<file path="src/rtl/snake_hud_pkg.sv">
// Shared definitions for the snake HUD: play-state codes, FSM states, glyph codes,
// active-low 7-segment patterns ({g,f,e,d,c,b,a}) and a constant binary-to-BCD helper.
package snake_hud_pkg;

   typedef enum logic [1:0] {
      PS_IDLE = 2'b00,
      PS_PLAY = 2'b01,
      PS_WIN  = 2'b10,
      PS_FAIL = 2'b11
   } play_state_t;

   typedef enum logic [1:0] {
      ST_IDLE,
      ST_RUN,
      ST_EXPIRED
   } hud_state_t;

   // Glyph codes 0..9 are the decimal digits themselves.
   typedef enum logic [4:0] {
      GL_A     = 5'd10,
      GL_F     = 5'd11,
      GL_I     = 5'd12,
      GL_L     = 5'd13,
      GL_BLANK = 5'd31
   } glyph_t;

   localparam logic [6:0] SEG_0     = 7'h40;
   localparam logic [6:0] SEG_1     = 7'h79;
   localparam logic [6:0] SEG_2     = 7'h24;
   localparam logic [6:0] SEG_3     = 7'h30;
   localparam logic [6:0] SEG_4     = 7'h19;
   localparam logic [6:0] SEG_5     = 7'h12;
   localparam logic [6:0] SEG_6     = 7'h02;
   localparam logic [6:0] SEG_7     = 7'h78;
   localparam logic [6:0] SEG_8     = 7'h00;
   localparam logic [6:0] SEG_9     = 7'h10;
   localparam logic [6:0] SEG_A     = 7'h08;
   localparam logic [6:0] SEG_F     = 7'h0E;
   localparam logic [6:0] SEG_I     = 7'h4F;
   localparam logic [6:0] SEG_L     = 7'h47;
   localparam logic [6:0] SEG_BLANK = 7'h7F;

   function automatic logic [15:0] bin_to_bcd16(input int unsigned value);
      logic [15:0] bcd;
      int unsigned v;
      bcd = '0;
      v   = value;
      for (int i = 0; i < 4; i++) begin
         bcd[4*i +: 4] = 4'(v % 10);
         v = v / 10;
      end
      return bcd;
   endfunction

endpackage

</file>
<file path="src/rtl/hud_seg7_decoder.sv">
// Combinational glyph-to-segment decoder; output is active-low with the dot on bit 7.
module hud_seg7_decoder
   import snake_hud_pkg::*;
(
   input  logic [4:0] i_glyph,
   input  logic       i_dot,
   output logic [7:0] o_seg
);

   logic [6:0] w_seg7;

   always_comb begin
      w_seg7 = SEG_BLANK;
      case (i_glyph)
         5'd0:    w_seg7 = SEG_0;
         5'd1:    w_seg7 = SEG_1;
         5'd2:    w_seg7 = SEG_2;
         5'd3:    w_seg7 = SEG_3;
         5'd4:    w_seg7 = SEG_4;
         5'd5:    w_seg7 = SEG_5;
         5'd6:    w_seg7 = SEG_6;
         5'd7:    w_seg7 = SEG_7;
         5'd8:    w_seg7 = SEG_8;
         5'd9:    w_seg7 = SEG_9;
         GL_A:    w_seg7 = SEG_A;
         GL_F:    w_seg7 = SEG_F;
         GL_I:    w_seg7 = SEG_I;
         GL_L:    w_seg7 = SEG_L;
         default: w_seg7 = SEG_BLANK;
      endcase
   end

   assign o_seg = {~i_dot, w_seg7};

endmodule

</file>
<file path="src/rtl/snake_hud_controller.sv">
// Snake HUD: game timer, BCD score and multiplexed 7-segment display.
// Optional macro HUD_HIGHSCORE_EN adds a best-score register shown while idle.
//
// state      | meaning
// ST_IDLE    | no game running; timer and score frozen
// ST_RUN     | game in progress; timer counts while PLAY_STATE is play
// ST_EXPIRED | timer reached zero; TIME_IS_UP held until next game
module snake_hud_controller
   import snake_hud_pkg::*;
#(
   parameter  int SCORE_DIGITS = 2,
   parameter  int TIME_DIGITS  = 2,
   parameter  int GAME_SECONDS = 60,
   parameter  int SEC_DIV      = 100000000,
   parameter  int STROBE_DIV   = 100000,
   localparam int NUM_DIGITS   = SCORE_DIGITS + TIME_DIGITS
) (
   input  logic                      CLK,
   input  logic                      RESET,
   input  logic [1:0]                PLAY_STATE,
   input  logic                      REACHED_TARGET,
   output logic [NUM_DIGITS-1:0]     SEG_SELECT,
   output logic [7:0]                DEC_OUT,
   output logic [4*SCORE_DIGITS-1:0] SCORE,
   output logic [4*TIME_DIGITS-1:0]  TIME_LEFT,
   output logic                      TIME_IS_UP
);

   localparam int SEC_W = (SEC_DIV > 1) ? $clog2(SEC_DIV) : 1;
   localparam int STB_W = (STROBE_DIV > 1) ? $clog2(STROBE_DIV) : 1;
   localparam int DIG_W = $clog2(NUM_DIGITS);
   localparam logic [SEC_W-1:0] SEC_LAST = SEC_W'(SEC_DIV - 1);
   localparam logic [STB_W-1:0] STB_LAST = STB_W'(STROBE_DIV - 1);
   localparam logic [DIG_W-1:0] DIG_LAST = DIG_W'(NUM_DIGITS - 1);
   localparam logic [4*TIME_DIGITS-1:0] TIME_INIT = (4*TIME_DIGITS)'(bin_to_bcd16(GAME_SECONDS));

   if (NUM_DIGITS < 4 || NUM_DIGITS > 8) begin : g_bad_num_digits
      $error("snake_hud_controller: SCORE_DIGITS+TIME_DIGITS must be 4..8");
   end
   if (SCORE_DIGITS < 1 || SCORE_DIGITS > 4 || TIME_DIGITS < 2 || TIME_DIGITS > 4) begin : g_bad_digits
      $error("snake_hud_controller: digit count out of range");
   end
   if (GAME_SECONDS < 0 || GAME_SECONDS >= 10**TIME_DIGITS) begin : g_bad_seconds
      $error("snake_hud_controller: GAME_SECONDS does not fit TIME_DIGITS");
   end

   hud_state_t                r_state, w_state_nxt;
   logic [1:0]                r_play_prev;
   logic [SEC_W-1:0]          r_sec_cnt;
   logic [STB_W-1:0]          r_stb_cnt;
   logic [DIG_W-1:0]          r_digit;
   logic [4*SCORE_DIGITS-1:0] r_score, w_score_inc, w_score_show;
   logic                      w_score_full;
   logic [4*TIME_DIGITS-1:0]  r_time, w_time_dec;
   logic                      r_time_up;
   logic [NUM_DIGITS-1:0]     r_seg_select;
   logic [7:0]                r_dec_out, w_seg;
   logic [3:0]                w_nib [NUM_DIGITS];
   logic [4:0]                w_glyph;
   logic                      w_dot, w_in_play, w_run_entry, w_counting;

   assign w_in_play   = (PLAY_STATE == PS_PLAY);
   assign w_run_entry = w_in_play && (r_play_prev != PS_PLAY);
   assign w_counting  = (r_state == ST_RUN) && w_in_play;

   always_comb begin
      w_state_nxt = r_state;
      if (w_run_entry)
         w_state_nxt = ST_RUN;
      else if (PLAY_STATE == PS_IDLE)
         w_state_nxt = ST_IDLE;
      else if (r_state == ST_RUN && r_time == '0)
         w_state_nxt = ST_EXPIRED;
   end

   always_comb begin
      logic w_carry;
      w_carry      = 1'b1;
      w_score_full = 1'b1;
      w_score_inc  = r_score;
      for (int i = 0; i < SCORE_DIGITS; i++) begin
         if (r_score[4*i +: 4] != 4'd9) w_score_full = 1'b0;
         if (w_carry) begin
            if (r_score[4*i +: 4] == 4'd9) begin
               w_score_inc[4*i +: 4] = 4'd0;
            end else begin
               w_score_inc[4*i +: 4] = r_score[4*i +: 4] + 4'd1;
               w_carry = 1'b0;
            end
         end
      end
   end

   always_comb begin
      logic w_borrow;
      w_borrow   = 1'b1;
      w_time_dec = r_time;
      for (int i = 0; i < TIME_DIGITS; i++) begin
         if (w_borrow) begin
            if (r_time[4*i +: 4] == 4'd0) begin
               w_time_dec[4*i +: 4] = 4'd9;
            end else begin
               w_time_dec[4*i +: 4] = r_time[4*i +: 4] - 4'd1;
               w_borrow = 1'b0;
            end
         end
      end
   end

   always_ff @(posedge CLK) begin
      if (RESET) begin
         r_state     <= ST_IDLE;
         r_play_prev <= PS_PLAY;  // forces a fresh non-play -> play edge after reset
         r_score     <= '0;
         r_time      <= TIME_INIT;
         r_time_up   <= 1'b0;
         r_sec_cnt   <= '0;
      end else begin
         r_state     <= w_state_nxt;
         r_play_prev <= PLAY_STATE;
         if (w_run_entry) begin
            r_score   <= '0;
            r_time    <= TIME_INIT;
            r_time_up <= 1'b0;
            r_sec_cnt <= '0;
         end else begin
            if (w_counting) begin
               if (r_sec_cnt == SEC_LAST) begin
                  r_sec_cnt <= '0;
                  if (r_time != '0) r_time <= w_time_dec;
               end else begin
                  r_sec_cnt <= r_sec_cnt + SEC_W'(1);
               end
            end
            if (w_counting && REACHED_TARGET && !w_score_full) r_score <= w_score_inc;
            if (r_state == ST_RUN && r_time == '0) r_time_up <= 1'b1;
         end
      end
   end

`ifdef HUD_HIGHSCORE_EN
   logic [4*SCORE_DIGITS-1:0] r_best;

   // BCD ordering matches binary ordering, so a plain compare picks the larger score.
   always_ff @(posedge CLK) begin
      if (RESET)
         r_best <= '0;
      else if (r_state != ST_IDLE && (w_run_entry || w_state_nxt == ST_IDLE) && r_score > r_best)
         r_best <= r_score;
   end

   assign w_score_show = (r_state == ST_IDLE) ? r_best : r_score;
`else
   assign w_score_show = r_score;
`endif

   always_comb begin
      for (int i = 0; i < SCORE_DIGITS; i++) w_nib[i] = w_score_show[4*i +: 4];
      for (int i = 0; i < TIME_DIGITS; i++) w_nib[SCORE_DIGITS+i] = r_time[4*i +: 4];
   end

   always_comb begin
      w_glyph = GL_BLANK;
      w_dot   = 1'b0;
      if (PLAY_STATE == PS_FAIL) begin
         case (r_digit)
            DIG_W'(0): w_glyph = GL_L;
            DIG_W'(1): w_glyph = GL_I;
            DIG_W'(2): w_glyph = GL_A;
            DIG_W'(3): w_glyph = GL_F;
            default:   w_glyph = GL_BLANK;
         endcase
      end else begin
         w_glyph = {1'b0, w_nib[r_digit]};
         w_dot   = (r_digit == DIG_W'(SCORE_DIGITS));
      end
   end

   hud_seg7_decoder u_seg7_decoder (
      .i_glyph (w_glyph),
      .i_dot   (w_dot),
      .o_seg   (w_seg)
   );

   always_ff @(posedge CLK) begin
      if (RESET) begin
         r_stb_cnt    <= '0;
         r_digit      <= '0;
         r_seg_select <= '1;
         r_dec_out    <= '1;
      end else begin
         if (r_stb_cnt == STB_LAST) begin
            r_stb_cnt <= '0;
            r_digit   <= (r_digit == DIG_LAST) ? '0 : r_digit + DIG_W'(1);
         end else begin
            r_stb_cnt <= r_stb_cnt + STB_W'(1);
         end
         r_seg_select <= ~(NUM_DIGITS'(1) << r_digit);
         r_dec_out    <= w_seg;
      end
   end

   assign SEG_SELECT = r_seg_select;
   assign DEC_OUT    = r_dec_out;
   assign SCORE      = r_score;
   assign TIME_LEFT  = r_time;
   assign TIME_IS_UP = r_time_up;

endmodule

</file>
<file path="config.mk">
export PLATFORM = sky130hd
export DESIGN_NAME = snake_hud_controller
export DESIGN_NICKNAME = d
export VERILOG_FILES = /design/src/rtl/snake_hud_pkg.sv /design/src/rtl/hud_seg7_decoder.sv /design/src/rtl/snake_hud_controller.sv
export SDC_FILE = /design/constraint.sdc
export NUM_CORES = 1
export LEC_CHECK = 0
export BUFFER_PORTS_ARGS = -buffer_cell sky130_fd_sc_hd__buf_2
export CAP_MARGIN = 30
export CELL_PAD_IN_SITES_DETAIL_PLACEMENT = 0
export CELL_PAD_IN_SITES_GLOBAL_PLACEMENT = 2
export CORE_MARGIN = 3
export CORE_UTILIZATION = 31
export DETAILED_ROUTE_END_ITERATION = 12
export PLACE_DENSITY_LB_ADDON = 0.08
export SYNTH_ARGS = -nofsm -noshare
export SYNTH_HDL_FRONTEND = slang
export SYNTH_SLANG_ARGS = --single-unit
</file>
<file path="constraint.sdc">
create_clock -name CLK -period 7.9 [get_ports CLK]
set_clock_uncertainty 0.1 [all_clocks]
set_input_delay 1.58 -clock CLK [delete_from_list [all_inputs] [get_ports CLK]]
set_output_delay 1.58 -clock CLK [all_outputs]
set_load 0.1 [all_outputs]
</file>
* After elaboration in Yosys (flattened, before gate mapping)
Memory sizes are Yosys's and may differ from the RTL's. A register that Yosys moved wholly into a read port is not among the register bits.
Cells that the tools add are included.
** Operators by class
- Shift operators :: 1
- Order comparisons :: 1
- Muxes and demuxes :: 19
- Reductions and logical operators :: 20
- Eq/ne operators :: 13
- Bitwise operators :: 3
- $add $sub $neg :: 7
** Operators by type and width (count)
- adder 27 x 1 -> 27 bit, second input constant :: 1
- == test 27 bit, second input constant :: 1
- 2-to-1 mux 27 bit :: 1
- 2-to-1 mux 4 bit :: 6
- case mux 5 bit (4 select lines) :: 1
- adder 17 x 1 -> 17 bit, second input constant :: 1
- == test 17 bit, second input constant :: 1
- adder 4 x 1 -> 4 bit, second input constant :: 2
- binary-select mux 4 bit (select 2 bit) :: 1
- == test 4 bit, second input constant :: 2
- logical NOT 4 bit :: 2
- logical NOT 8 bit :: 1
- 2-to-1 mux 1 bit :: 8
- inequality test 4 bit, second input constant :: 2
- nonzero test 8 bit :: 1
- subtractor 4 x 1 -> 4 bit, second input constant :: 2
- == test 2 x 1 -> 1 bit, second input constant :: 3
- == test 2 bit, second input constant :: 3
- OR reduction 2 bit :: 3
- logical AND 1 bit :: 5
- 2-to-1 mux 5 bit :: 1
- logical NOT 2 bit :: 2
- inverter 4 bit :: 1
- AND reduction 4 bit :: 1
- other kinds (12) :: 12
** Storage, ports and cells
- Register bits after elaboration :: 72
- Bits in read-only memories :: 112
- Output and inout port bits :: 29
- Logic and storage cells :: 78
- Memories kept :: 1
** Memories
- (no name shown) :: depth 16, width 7, read ports 1, clocked after memory_dff 1, wr ports 0, line hud_seg7_decoder.sv:14 : case (i_glyph)

* Longest topological paths before layout
- Word-level depth :: 6
- Mapped depth :: 10
- Gate-level depth less buffers :: 9

* Modules after synthesis
Synthesis repeated with hierarchy kept, for this count alone.
** Second synthesis, totals
- Cells, all modules :: 426
- Area total of the unflattened synthesis :: 3821.2 um^2
** By module, submodules not included
- snake_hud_controller :: instances 1, seq. area each 1581.5 um^2, cells each 390, area an instance 3564.7 um^2
- hud_seg7_decoder :: instances 1, seq. area each 0.0 um^2, cells each 36, area an instance 256.5 um^2

* Worst setup path before layout
No wires, ideal clock.
- Path type :: input port to flip-flop
- From :: input PLAY_STATE[1]
- To :: register r_time[6], in the netlist TIME_LEFT[6]
- Data required time :: 7.730 ns
- Setup slack :: 4.509 ns
- Stages on the path :: 7
- Arrival time :: 3.221 ns
- Setup time :: 0.070 ns
- Path through :: and4bb_1 buf_6 nand4_4 or4_1 buf_2 or3_1 a21oi_1
** On the way
- Cells in the longest elaborated chain, start to end :: 3
** RTL lines
- start: declaration :: line snake_hud_controller.sv:20 : input logic [1:0] PLAY_STATE,
- == test 2 x 1 -> 1 bit * :: line snake_hud_controller.sv:62 : assign w_in_play = (PLAY_STATE == PS_PLAY);
- logical AND 1 bit (on tied branches) :: line snake_hud_controller.sv:64, snake_hud_controller.sv:63
- AND reduction 4 bit (no source line) or OR reduction 2 bit (tied branches)
- end signal: assignment :: line snake_hud_controller.sv:130 : if (r_time != '0) r_time <= w_time_dec;
- end: declaration :: line snake_hud_controller.sv:54 : logic [4*TIME_DIGITS-1:0] r_time, w_time_dec;
Every way passes the cells marked *; elsewhere a longest branch is shown, timed or not.
A chain may end at the register's enable or synchronous reset.

* Worst setup path in the final report
- From :: input PLAY_STATE[1]
- To :: register r_sec_cnt[14]
** On the way
- Cells in the longest elaborated chain, start to end :: 3
** RTL lines
- == test 2 x 1 -> 1 bit * :: line snake_hud_controller.sv:62
- logical AND 1 bit :: line snake_hud_controller.sv:63 : assign w_run_entry = w_in_play && (r_play_prev != PS_PLAY);
- OR reduction 2 bit (no source line)
- end signal: assignment :: line snake_hud_controller.sv:132 : r_sec_cnt <= r_sec_cnt + SEC_W'(1);
- end: declaration :: line snake_hud_controller.sv:49 : logic [SEC_W-1:0] r_sec_cnt;
Marked as above.

==> results by group <==
Floorplanning
  – I/O pin count: 34
  – Die Wd: 116 um
  – Die H: 116 um
  – Initial Util: 32.3%
  – Row count: 39
  – Die area: 13,500 sq um
  – Placeable Area: 11,700 sq um

Setup path
  – Crit path launch type: primary input
  – Critical R2R Launch: r_sec_cnt[0]
  – Slowest-stage cell, CP: nand2_1
  – Worst Setup End Kind: register
  – Crit-path max cell delay: about 0.70 ns
  – CP Cell Sequence: buf_2, and4bb_1, nand4_4, or4_1, nand2_1, nor2_1
  – Critical Path Fanout Max: 25
  – Buf+Inv Stages, Crit Path: 1
  – Critical Path RT: 7.99 ns
  – Reg2Reg Capture Point: r_sec_cnt[14]
  – R2R setup slack: 4.85 ns
  – Worst EP arrival: approximately 4.1 ns
  – Crit Path Category: in2reg
  – Top delay family on crit path: simple AND/OR/NAND/NOR gates
  – R2r worst-path depth: 6

STA
  – Slew margin rel.: between 40% and 50%
  – Worst Tran Pin Value: approximately 0.9 ns
  – RSZ-0062 raised after global routing: no
  – Setup_tns: 0 ns
  – Setup violators final: 0
  – Slew Viols, Final: 0
  – Final Hold Vio Count: 0
  – Period minus WS final: 3.98 ns
  – Fin crit share: roughly half
  – Maximum clock rate: ~0.25 GHz

Clock tree
  – CTS Buffer Depth: 2
  – TritonCTS Sinks: 79
  – Post CTS Setup Buffer Count: 0
  – Clock transition at path regs: roughly 0.060 ns
  – Post_cts resized: 0
  – CTS tree: done
  – CTS Hold Bufs: 0
  – Clock Tree Root: clkbuf_16
  – H-tree levels: 3
  – CTS Buf Count: 9
  – Worst-Skew Late Latency: 0.34 ns

Yosys
  – Post-synthesis register bit count: 79
  – Post-Synth XOR/XNOR Area: 9.99%
  – Async SR Flop Fraction: 0%
  – Adder-Cell Fraction of Synth Area: approximately 4.3%
  – Ys flop type: dfxtp_1
  – Yosys warnings: 0
  – EDFF count, synth: 0
  – Cells after Synth: 436
  – Netlist cell types: 53
  – Register area share after synthesis: 42.0%
  – Largest family of logic cells by synthesized area: simple AND/OR/NAND/NOR gates
  – Mux cell area share after synthesis: around 4%
  – Synth Area in Compound Gates: 7.50%
  – Post-synthesis average cell area: slightly below 9 sq um
  – Synthesized Nets: 454
  – Simple-gate area share of the yosys netlist: 28.3%
  – Netlist Area Pre-Place: 3770 sq um

Cells and area
  – # diodes: 0
  – # nets final: 482
  – Share of layout cells above drive strength 1: between 10% and 20%
  – Multi-input logic area: 2050 sq um
  – Register area: 1580 sq um
  – Area delta synth->final: 14.7%
  – Fillers: ~1,200

Placement
  – PortBufs: 33
  – Placer Congestion: 0.717
  – Hpwl dp: 6070 um

Hold path
  – Worst Hold Depth: 1
  – Hold/Removal Path Class: reg2reg
  – Hold path startpoint: r_stb_cnt[0]
  – WHS Endpoint: r_stb_cnt[0]

Route
  – DR iter-0 viols: about 200
  – Routed WL: 8570 um
  – Vias after detailed routing: 3,007
  – Routed WL per cell: 14.0 um
  – DRT Pass-1 Iters: 4
  – Vias per cell: around 4.9
  – # DRC: 0
  – Remaining antenna violation count: 0

Global routing
  – Overflow after GRT: 0
  – Number of global-route vias before repair: 2,868
  – Initial antenna violation count: 0
  – Largest net degree at the start of global routing: 26
  – GR Util All Layers: 13.9%
  – First-pass GRT wire length: 14,500 um

Run
  – Max-cap viol count: 0

Pwr
  – Total design power: roughly 860 uW
  – Worst vdd ir: roughly 92 uV
  – PwrDens: 199 nW/um^2
  – Lkg Pwr: about 0.0015 uW

Run status
  – Outcome: finished, final reports clean
[power by group]
| part | total [uW] | internal, uW | switching (uW) |
|---|---|---|---|
| combinational | 52.2 | 10.1 | 42.2 |
| sequential | 406 | 404 | 2.43 |
| clock | 400 | 242 | 159 |
[cell families (layout without fill, tap and decap cells)]
family                     count (synthesis)  after routing
AOI/OAI and AO/OA                         46             46
adders and majority gates                 13             13
xor gates and xnor gates                  43             43
and+or+nand+nor                          210            210
DFF                                       79             79
buffers and inverters                     35             67
muxes                                     10             10
[synthesized netlist by cell type, types with 3 or more instances]
library cell   n  share of area [%]
nor3b_1        3               0.60
mux4_2         4                2.4
or3_1          6                1.0
nor2b_1        3               0.50
nand3_1       19                2.5
and3_1         4               0.66
or2_1          3               0.50
o31ai_1        4               0.80
inv_1         18                1.8
xnor2_1       27                6.3
nor4_1        10                1.7
o21ai_0        6               0.80
ha_1          13                4.3
dfxtp_1       79                 42
or4_1          7                1.4
nand4_1       13                2.2
nor2_1        69                6.9
buf_2          6               0.80
nand2_1       39                3.9
mux2i_1        5                1.3
a21oi_1       17                2.3
nor3_1        15                2.0
o21ai_1        6               0.80
clkbuf_1       8               0.80
xor2_1        16                3.7
or2_2          4               0.66
[registers in the layout (all words and copies together) (netlist names)]
name         count
r_digit          2
r_sec_cnt       27
r_play_prev      2
r_state          2
TIME_LEFT        8
DEC_OUT          8
TIME_IS_UP       1
SCORE            8
r_stb_cnt       17
SEG_SELECT       4
[metal layers]
| layer | track usage, % | wire length [um] | vias up |
|---|---|---|---|
| met3 | 5.34 | 311 | 8 |
| met4 | 4.18 | 88 | 0 |
| met2 | 21.1 | 3860 | 37 |
| met5 | 0 | 0 | - |
| met1 | 18.3 | 4310 | 1407 |
| li1 | - | - | 1555 |
[cells in the final DEF, fill, tap and decap left out, types with 5 or more instances in the layout]
cell type  count
a21oi_1       17
buf_2         33
clkbuf_16      9
dfxtp_1       79
ha_1          13
inv_1         18
mux2i_1        5
nand2_1       39
nand3_1       19
nand4_1       13
nor2_1        69
nor3_1        15
nor4_1        10
o21ai_0        6
o21ai_1        5
or3_1          6
or4_1          7
xnor2_1       27
xor2_1        16
[worst max path at each step]
| stage | depth (start not counted) | slack (ns) | from | endpoint |
|---|---|---|---|---|
| final | 6 | 3.92 | PLAY_STATE[1] | r_sec_cnt[14] |
| after global routing | 6 | 3.76 | PLAY_STATE[1] | r_sec_cnt[7] |
| after CTS | 6 | 3.88 | PLAY_STATE[1] | r_sec_cnt[14] |
| after detailed placement | 6 | 3.52 | PLAY_STATE[1] | r_sec_cnt[7] |
| after global placement | 6 | 3.59 | PLAY_STATE[1] | r_sec_cnt[21] |
| after floorplan | 7 | 4.51 | PLAY_STATE[1] | TIME_LEFT[6] |
[metrics by stage]
stage	hold WS (ns)	util [%]	setup WS [ns]	std cells	cell area, sq um
floorplan	0.330	-	4.51	436	3770
global placement	0.347	34.7	3.59	596	4040
detailed placement	0.361	34.7	3.52	596	4040
CTS	0.376	37.1	3.88	611	4320
global route	0.391	37.1	3.76	611	4320
finish	0.368	37.1	3.92	611	4320
[layout make-up]
cell class / count / share of cell area, %
inverters: 19 / 1.65
repair buffers: 33 / 3.82
well taps: 143 / 4.14
flip-flops and latches: 79 / 36.6
clock buffers: 11 / 5.38
clock inverters: 4 / 1.10
multi-input cells: 322 / 47.3
(Power assumes the default switching activity.)
